### src/rtl/lcd_msg_queue.sv
// Character FIFO plus cursor sequencer that turns host bytes into HD44780 (byte, rs) beats.
// Define LCD_MSG_AUTOWRAP_EN to emit the other line's address command on column overflow.
module lcd_msg_queue #(
    parameter int unsigned DEPTH      = 16,
    parameter int unsigned COLS       = 16,
    parameter logic [7:0]  LINE1_ADDR = 8'h80,
    parameter logic [7:0]  LINE2_ADDR = 8'hC0
) (
    input  logic                     clk,
    input  logic                     reset_n,
    input  logic                     in_valid,
    output logic                     in_ready,
    input  logic [7:0]               in_data,
    output logic                     out_valid,
    input  logic                     out_ready,
    output logic [7:0]               out_data,
    output logic                     out_rs,
    output logic [$clog2(DEPTH):0]   level
);

    localparam int unsigned AW = $clog2(DEPTH);
    localparam int unsigned CW = $clog2(COLS + 1);

    localparam logic [AW:0]   LVL_ONE  = (AW + 1)'(1);
    localparam logic [AW:0]   LVL_FULL = (AW + 1)'(DEPTH);
    localparam logic [AW-1:0] PTR_ONE  = AW'(1);
    localparam logic [CW-1:0] COL_ONE  = CW'(1);
    localparam logic [CW-1:0] COL_MAX  = CW'(COLS);

    localparam logic [7:0] ChNewline  = 8'h0A;
    localparam logic [7:0] ChFormFeed = 8'h0C;
    localparam logic [7:0] CmdClear   = 8'h01;

    typedef enum logic [1:0] {StIdle, StChar, StAddr, StClear} state_e;

    logic [7:0]    mem_q [DEPTH];
    logic [AW-1:0] wr_ptr_q, wr_ptr_d;
    logic [AW-1:0] rd_ptr_q, rd_ptr_d;
    logic [AW:0]   level_q, level_d;

    state_e        state_q, state_d;
    logic [CW-1:0] col_q, col_d;
    logic          line_q, line_d;
    logic          pend_q, pend_d;
    logic [7:0]    pend_data_q, pend_data_d;
    logic          out_valid_q, out_valid_d;
    logic [7:0]    out_data_q, out_data_d;
    logic          out_rs_q, out_rs_d;

    logic          push, pop;
    logic [7:0]    head;
    logic [7:0]    other_addr;

    assign in_ready   = (level_q != LVL_FULL);
    assign push       = in_valid && in_ready;
    assign pop        = (state_q == StIdle) && (level_q != '0);
    assign head       = mem_q[rd_ptr_q];
    assign other_addr = line_q ? LINE1_ADDR : LINE2_ADDR;

    assign out_valid = out_valid_q;
    assign out_data  = out_data_q;
    assign out_rs    = out_rs_q;
    assign level     = level_q;

    always_comb begin
        wr_ptr_d = push ? wr_ptr_q + PTR_ONE : wr_ptr_q;
        rd_ptr_d = pop  ? rd_ptr_q + PTR_ONE : rd_ptr_q;
        unique case ({push, pop})
            2'b10:   level_d = level_q + LVL_ONE;
            2'b01:   level_d = level_q - LVL_ONE;
            default: level_d = level_q;
        endcase
    end

    always_ff @(posedge clk) begin
        if (push) begin
            mem_q[wr_ptr_q] <= in_data;
        end
    end

    always_comb begin
        state_d     = state_q;
        col_d       = col_q;
        line_d      = line_q;
        pend_d      = pend_q;
        pend_data_d = pend_data_q;
        out_valid_d = out_valid_q;
        out_data_d  = out_data_q;
        out_rs_d    = out_rs_q;

        unique case (state_q)
            StIdle: begin
                if (pop) begin
                    out_valid_d = 1'b1;
                    if (head == ChNewline) begin
                        out_data_d = other_addr;
                        out_rs_d   = 1'b0;
                        line_d     = ~line_q;
                        col_d      = '0;
                        state_d    = StAddr;
                    end else if (head == ChFormFeed) begin
                        out_data_d = CmdClear;
                        out_rs_d   = 1'b0;
                        line_d     = 1'b0;
                        col_d      = '0;
                        state_d    = StClear;
                    end
`ifdef LCD_MSG_AUTOWRAP_EN
                    else if (col_q == COL_MAX) begin
                        // Park the printable byte until the address command is taken.
                        out_data_d  = other_addr;
                        out_rs_d    = 1'b0;
                        line_d      = ~line_q;
                        col_d       = '0;
                        pend_d      = 1'b1;
                        pend_data_d = head;
                        state_d     = StAddr;
                    end
`endif
                    else begin
                        out_data_d = head;
                        out_rs_d   = 1'b1;
                        state_d    = StChar;
                    end
                end
            end
            StChar: begin
                if (out_ready) begin
                    out_valid_d = 1'b0;
                    if (col_q != COL_MAX) begin
                        col_d = col_q + COL_ONE;
                    end
                    state_d = StIdle;
                end
            end
            StAddr, StClear: begin
                if (out_ready) begin
                    if (pend_q) begin
                        out_data_d = pend_data_q;
                        out_rs_d   = 1'b1;
                        pend_d     = 1'b0;
                        col_d      = '0;
                        state_d    = StChar;
                    end else begin
                        out_valid_d = 1'b0;
                        state_d     = StIdle;
                    end
                end
            end
            default: state_d = StIdle;
        endcase
    end

    always_ff @(posedge clk or negedge reset_n) begin
        if (!reset_n) begin
            wr_ptr_q    <= '0;
            rd_ptr_q    <= '0;
            level_q     <= '0;
            state_q     <= StIdle;
            col_q       <= '0;
            line_q      <= 1'b0;
            pend_q      <= 1'b0;
            pend_data_q <= 8'h00;
            out_valid_q <= 1'b0;
            out_data_q  <= 8'h00;
            out_rs_q    <= 1'b0;
        end else begin
            wr_ptr_q    <= wr_ptr_d;
            rd_ptr_q    <= rd_ptr_d;
            level_q     <= level_d;
            state_q     <= state_d;
            col_q       <= col_d;
            line_q      <= line_d;
            pend_q      <= pend_d;
            pend_data_q <= pend_data_d;
            out_valid_q <= out_valid_d;
            out_data_q  <= out_data_d;
            out_rs_q    <= out_rs_d;
        end
    end

endmodule
### config.mk
export PLATFORM = sky130hd
export DESIGN_NAME = lcd_msg_queue
export DESIGN_NICKNAME = d
export VERILOG_FILES = /design/src/rtl/lcd_msg_queue.sv
export SDC_FILE = /design/constraint.sdc
export NUM_CORES = 1
export LEC_CHECK = 0
export BUFFER_PORTS_ARGS = -buffer_cell sky130_fd_sc_hd__clkbuf_2
export CORE_MARGIN = 5
export CORE_UTILIZATION = 50
export CTS_CLUSTER_DIAMETER = 120
export DETAILED_ROUTE_END_ITERATION = 7
export PLACE_DENSITY_LB_ADDON = 0.15
export SYNTH_ARGS = -nofsm -noshare
export SYNTH_HDL_FRONTEND = slang
export SYNTH_SLANG_ARGS = --single-unit
### constraint.sdc
create_clock -name clk -period 5.8 [get_ports clk]
set_input_delay 1.16 -clock clk [delete_from_list [all_inputs] [get_ports clk]]
set_output_delay 1.16 -clock clk [all_outputs]
set_load 0.05 [all_outputs]
==> results of run 1 <==
-- area by class of cell --
cell class                      count  area (um2)
Clock buffer                       20         437
Tap cell                          172         215
Clock inverter                     12        77.6
Multi-Input combinational cell    209        1720
Timing Repair Buffer               33         180
Fill cell                         994        5420
Inverter                            7        26.3
Sequential cell                   154        4500
-- through the flow --
stage | hold WS [ps] | utilization (%) | total power, W | cells | setup slack [ps]
global route | 521 | 56.9 | 0.00409 | 607 | 2090
floorplan | 474 | - | 0.00264 | 390 | 2270
finish | 478 | 56.9 | 0.00389 | 607 | 2430
detailed placement | 472 | 52.8 | 0.00295 | 575 | 2350
CTS | 485 | 56.9 | 0.00392 | 607 | 2330
global placement | 463 | 52.8 | 0.00293 | 575 | 2390
-- Yosys cell counts (all sizes together), types with 7 or more instances --
library cell / count / area [um2]
dfrtp: 26 / 651
nor3: 12 / 60.1
xnor2: 7 / 61.3
buf: 13 / 110
edfxtp: 128 / 3840
nand2b: 8 / 50.1
o21ai: 8 / 43.8
mux2i: 33 / 330
mux4: 16 / 360
inv: 7 / 26.3
nand2: 20 / 75.1
a21oi: 11 / 55.1
ha: 8 / 100
nor2: 27 / 104
a221oi: 15 / 131
clkbuf: 7 / 26.3
-- flip-flops by register name, summed over array words and instances, names as in the netlist --
register,count
mem_q,128
out_data,8
level,5
rd_ptr_q,4
wr_ptr_q,4
state_q,2
line_q,1
out_rs,1
out_valid,1
-- critical path: stages (launching register included) --
cell and delay (ps):
dfrtp_2 1060, buf_4 440, mux4_2 560, nor3_1 210, o211ai_1 180, nor4_4 380, nor3b_2 300, a22o_1 160
-- cell families (layout without fill, tap and decap cells) --
logic type	Yosys count	after routing	synth area share (%)
fa+ha+maj	8	8	1.57
buf+inv	27	72	2.55
simple gates	84	84	6.53
flops	154	154	70.5
mux	50	50	11.0
compound gates	55	55	6.24
xor+xnor	12	12	1.65
-- power by group through the flow --
| stage | Combinational [W] | Sequential, W | Clock (W) |
|---|---|---|---|
| 3_5_place_dp | 0.00131 | 0.00165 | 0 |
| 3_3_place_gp | 0.00129 | 0.00164 | 0 |
| 6_report | 0.00131 | 0.00162 | 0.000965 |
| 4_1_cts | 0.00131 | 0.00162 | 0.000980 |
| 5_1_grt | 0.00142 | 0.00165 | 0.00103 |
| 2_1_floorplan | 0.000988 | 0.00166 | 0 |
-- metal layers --
metal / routed length, um / up-vias / track usage (%)
li1: - / 1574 / -
met1: 5600 / 1744 / 24.3
met2: 6420 / 105 / 30.1
met3: 633 / 18 / 4.89
met4: 218 / 0 / 7.07
met5: 0 / - / 0
-- how the worst max path moves through the flow --
stage / end / startpoint / slack [ps] / cells after the start
2_1_floorplan: level[4] / level[2] / 2270 / 15
3_3_place_gp: out_data[3] / rd_ptr_q[0] / 2390 / 7
3_5_place_dp: state_q[1] / rd_ptr_q[0] / 2350 / 7
4_1_cts: state_q[1] / rd_ptr_q[0] / 2330 / 7
5_1_grt: state_q[1] / rd_ptr_q[0] / 2090 / 7
6_report: state_q[1] / rd_ptr_q[0] / 2430 / 7
==> impl_metrics.json, run 1 <==
{
  "cts_buffers": 17,
  "cts_num_sinks": 154,
  "hold_depth": 2,
  "avgSynthCellArea_um2": 16.4,
  "p_per_area_nw_per_um2": 544,
  "firstDrtPassIters": 5,
  "path_class": "flop to flop",
  "drt_iter0_drc": 257,
  "setup_tns_ps": 0,
  "grt_pass1_wl_mm": 19.8,
  "vias": 3441,
  "critPathLaunchType": "flop",
  "final_common_cell": "edfxtp_1",
  "antennaDiodeCount": 0,
  "ant_nets": 0,
  "p_leak_nw": 2.55,
  "drc": 0,
  "hold_viol_final": 0,
  "finalSetupViolations": 0,
  "ys.flop_type": "edfxtp_1",
  "status": "finished clean",
  "cts_hold_buf": 0,
  "syn-num-nets": 410,
  "io_buffers": 27,
  "placeableCoreArea_um2": 12600,
  "min_to": "out_data[1]",
  "cp_data_arrival_time_ps": 3730,
  "hpwlAfterDp_mm": 8.60,
  "power.switching_w": 0.00146,
  "initial_core_util_pct": 50.8,
  "layout.nets": 442,
  "cp_max_fo": 35,
  "gp_congestion": 0.877,
  "synth_edf_count": 128,
  "synth.distinct_cells": 46,
  "setup.worst_path.end_class": "flop",
  "finalCritPeriodShare_pct": 58.1,
  "fmax_mhz": 297,
  "clockBufferDepth": 2,
  "ys_warn_count": 0,
  "drv_slew": 0,
  "gr-total-overflow": 0,
  "grt.total_usage_pct": 18.6,
  "rows": 41,
  "reg2regPathDepth": 7,
  "viasPerCell": 5.67,
  "cts_tree": "yes",
  "clk_latency_ps": 430,
  "fin_crit_ps": 3370,
  "swShare_pct": 37.6,
  "cts_resized": 0,
  "layout-drive-gt1-share_pct": 19.8,
  "hold_class": "flop to flop",
  "drt-wirelength-per-cell_um": 21.2,
  "num_io_pins": 28,
  "clock-skew-final_ps": 12.5,
  "combPwrFrac_pct": 33.6,
  "syn_inst": 390,
  "cts-htree-levels": 4,
  "seq_power_share_pct": 41.6,
  "cap_violations": 0,
  "ys_ff_latch": 154,
  "worstMarginPinSlew_ps": 1080,
  "cp_data_required_time_ps": 6160,
  "drt_wl_total_mm": 12.9,
  "timing.rr.end": "state_q[1]",
  "final_cell_mix": "128 x edfxtp_1, 33 x mux2i_1, 27 x clkbuf_2",
  "rsz0062_at_grt": "no",
  "peakVddDrop_mv": 0.278,
  "pwr-share-clk_pct": 24.8,
  "chipWidth_um": 123,
  "post_dp_cell_area_um2": 6640,
  "fp.dieH_um": 123,
  "grt_start_max_net_pins": 36,
  "final_area_um2": 7150,
  "maxSlewHeadroom_pct": 28.0,
  "internal_power_w": 0.00243,
  "clkTransAtPathRegs_ps": 60,
  "grt_antenna_before_repair": 0,
  "ys_seq_area_share_pct": 70.5,
  "r2r_start": "rd_ptr_q[0]",
  "synth_async_sr_flop_share_pct": 16.9,
  "cts_setup_buffers": 0,
  "root_buffer": "clkbuf_16",
  "grt_pass1_vias": 3425,
  "syn_area_um2": 6380,
  "regToRegSetupSlack_ps": 2430,
  "worstHoldStart": "out_data[1]",
  "die-area_um2": 15100,
  "area_delta_synth_final_pct": 12.1
}
Note: power is estimated with default switching activity, not from simulation.
==> inputs of run 2 (changes only) <==
Clock period 5.8 ns to 2.9 ns, I/O delays scaled along.
==> run 2 against run 1 <==
Worst hold slack worse by 280 ps. Sequential cell count did not move. Worst setup slack got worse by 2200 ps. Final area grew 4.1%. Combinational power is 130% higher. Non-clock buffer count grew 26. Via count up 2.6%. Clock-buffer cell count stayed put. Sequential power is 90% higher. Highest routed layer unchanged.
==> impl_metrics.json, run 2 (same netlist as run 1, synthesis figures left out) <==
{
  "drv_slew": 0,
  "cts_tree": "yes",
  "critPathLaunchType": "flop",
  "hold_viol_final": 0,
  "initial_core_util_pct": 50.8,
  "path_class": "flop to flop",
  "fmax_mhz": 369,
  "gp_congestion": 0.922,
  "rsz0062_at_grt": "no",
  "multi_input_area_um2": 1750,
  "status": "finished clean",
  "vias": 3531,
  "power.switching_w": 0.00300,
  "swShare_pct": 36.6,
  "register_area_um2": 4500,
  "cp_max_fo": 12,
  "drc": 0,
  "cts_setup_buffers": 0,
  "clk_latency_ps": 420,
  "gr-total-overflow": 0,
  "hold_class": "primary input to async pin",
  "die-area_um2": 15100,
  "rows": 41,
  "io_buffers": 27,
  "layout-drive-gt1-share_pct": 26.5,
  "drt_iter0_drc": 249,
  "final_cell_mix": "128 x edfxtp_1, 33 x mux2i_1, 31 x buf_4",
  "combPwrFrac_pct": 37.3,
  "area_delta_synth_final_pct": 16.7,
  "cts_num_sinks": 154,
  "drt_wl_total_mm": 13.3,
  "largest_reg_flops": 128,
  "fill_cells": 940,
  "clockBufferDepth": 2,
  "grt_antenna_before_repair": 0,
  "cp_data_arrival_time_ps": 3000,
  "pwr-share-clk_pct": 25.3,
  "internal_power_w": 0.00521,
  "grt_pass1_vias": 3574,
  "firstDrtPassIters": 5,
  "final_common_cell": "edfxtp_1",
  "grt.total_usage_pct": 19.4,
  "hpwlAfterDp_mm": 9.05,
  "fin_crit_ps": 2710,
  "num_io_pins": 28,
  "antennaDiodeCount": 0,
  "peakVddDrop_mv": 0.521,
  "worstMarginPinSlew_ps": 1040,
  "finalCritPeriodShare_pct": 93.3,
  "grt_start_max_net_pins": 27,
  "cap_violations": 0,
  "totalPowerFinal_w": 0.00822,
  "finalSetupViolations": 0,
  "setup.worst_path.end_class": "flop",
  "fp.dieH_um": 123,
  "p_leak_nw": 2.69,
  "cts_hold_buf": 0,
  "cts_buffers": 17,
  "clock-skew-final_ps": 5.62,
  "layout.nets": 468,
  "setup_tns_ps": 0,
  "largest-register": "mem_q",
  "seq_power_share_pct": 37.3,
  "ant_nets": 0,
  "chipWidth_um": 123,
  "cts-htree-levels": 4,
  "viasPerCell": 5.58,
  "drt-wirelength-per-cell_um": 21.0,
  "p_per_area_nw_per_um2": 1100,
  "grt_pass1_wl_mm": 20.6,
  "cts_resized": 0,
  "cp_data_required_time_ps": 3200,
  "placeableCoreArea_um2": 12600,
  "clkTransAtPathRegs_ps": 60,
  "root_buffer": "clkbuf_16",
  "maxSlewHeadroom_pct": 30.4
}
## run 2: cell types whose count changed in the layout (fill, tap and decap cells not counted), sizes merged
cell,delta
buf,+26
clkinv,-5
clkinvlp,+4
bufinv,+2
inv,-1
## run 2: per-stage QoR
| step | setup WS [ps] | instance area [um2] | hold slack (ps) | utilization (%) | instances |
|---|---|---|---|---|---|
| floorplan | -185 | 6430 | 284 | - | 390 |
| global placement | 122 | 6870 | 466 | 54.6 | 601 |
| detailed placement | 43.5 | 6870 | 469 | 54.6 | 601 |
| CTS | 51.7 | 7430 | 190 | 59.1 | 633 |
| global route | 3.40 | 7440 | 237 | 59.2 | 633 |
| finish | 193 | 7440 | 196 | 59.2 | 633 |
## run 2: path summary, 6_finish.rpt
kind	start	to	slack [ps]	depth (start not counted)
min reg2reg	out_data[2]	out_data[2]	480	1
min in group clk	out_data[2]	out_data[2]	480	1
max reg2reg	level[1]	level[4]	190	12
min	reset_n	level[4]	200	1
max in group asynchronous	reset_n	rd_ptr_q[0]	2190	1
max	level[1]	level[4]	190	12
## run 2: cell type report
cell class / count / area share [%]
repair buffers: 59 / 5.09
flip-flops and latches: 154 / 60.5
well taps: 172 / 2.89
clock buffers: 20 / 5.87
multi-input cells: 209 / 23.6
inverters: 7 / 0.387
clock inverters: 12 / 1.70
## run 2: routing by layer
metal / track usage, % / vias to the layer above / share of wire [%] / routed length (um)
met5: 0 / - / 0 / 0
met4: 7.70 / 0 / 2.0 / 266
li1: - / 1631 / - / -
met2: 30.5 / 118 / 49 / 6520
met1: 25.4 / 1760 / 43 / 5720
met3: 5.76 / 22 / 6.1 / 806
## run 2: power groups by stage
stage               logic (W)  clock network (W)  registers [W]
finish                0.00307            0.00208        0.00307
global route          0.00332            0.00223        0.00312
CTS                   0.00305            0.00213        0.00306
detailed placement    0.00305                  0        0.00311
global placement      0.00302                  0        0.00309
floorplan             0.00203                  0        0.00333
## run 2: critical path, cell delays in order (launching register included)
cell	delay, ps
dfrtp_2	460
or4_4	570
o21ai_4	200
inv_4	100
ha_1	220
xor2_1	140
ha_2	210
inv_1	60
o21ai_0	140
a21oi_1	90
a221oi_2	170
nor2_1	80
xor2_1	140
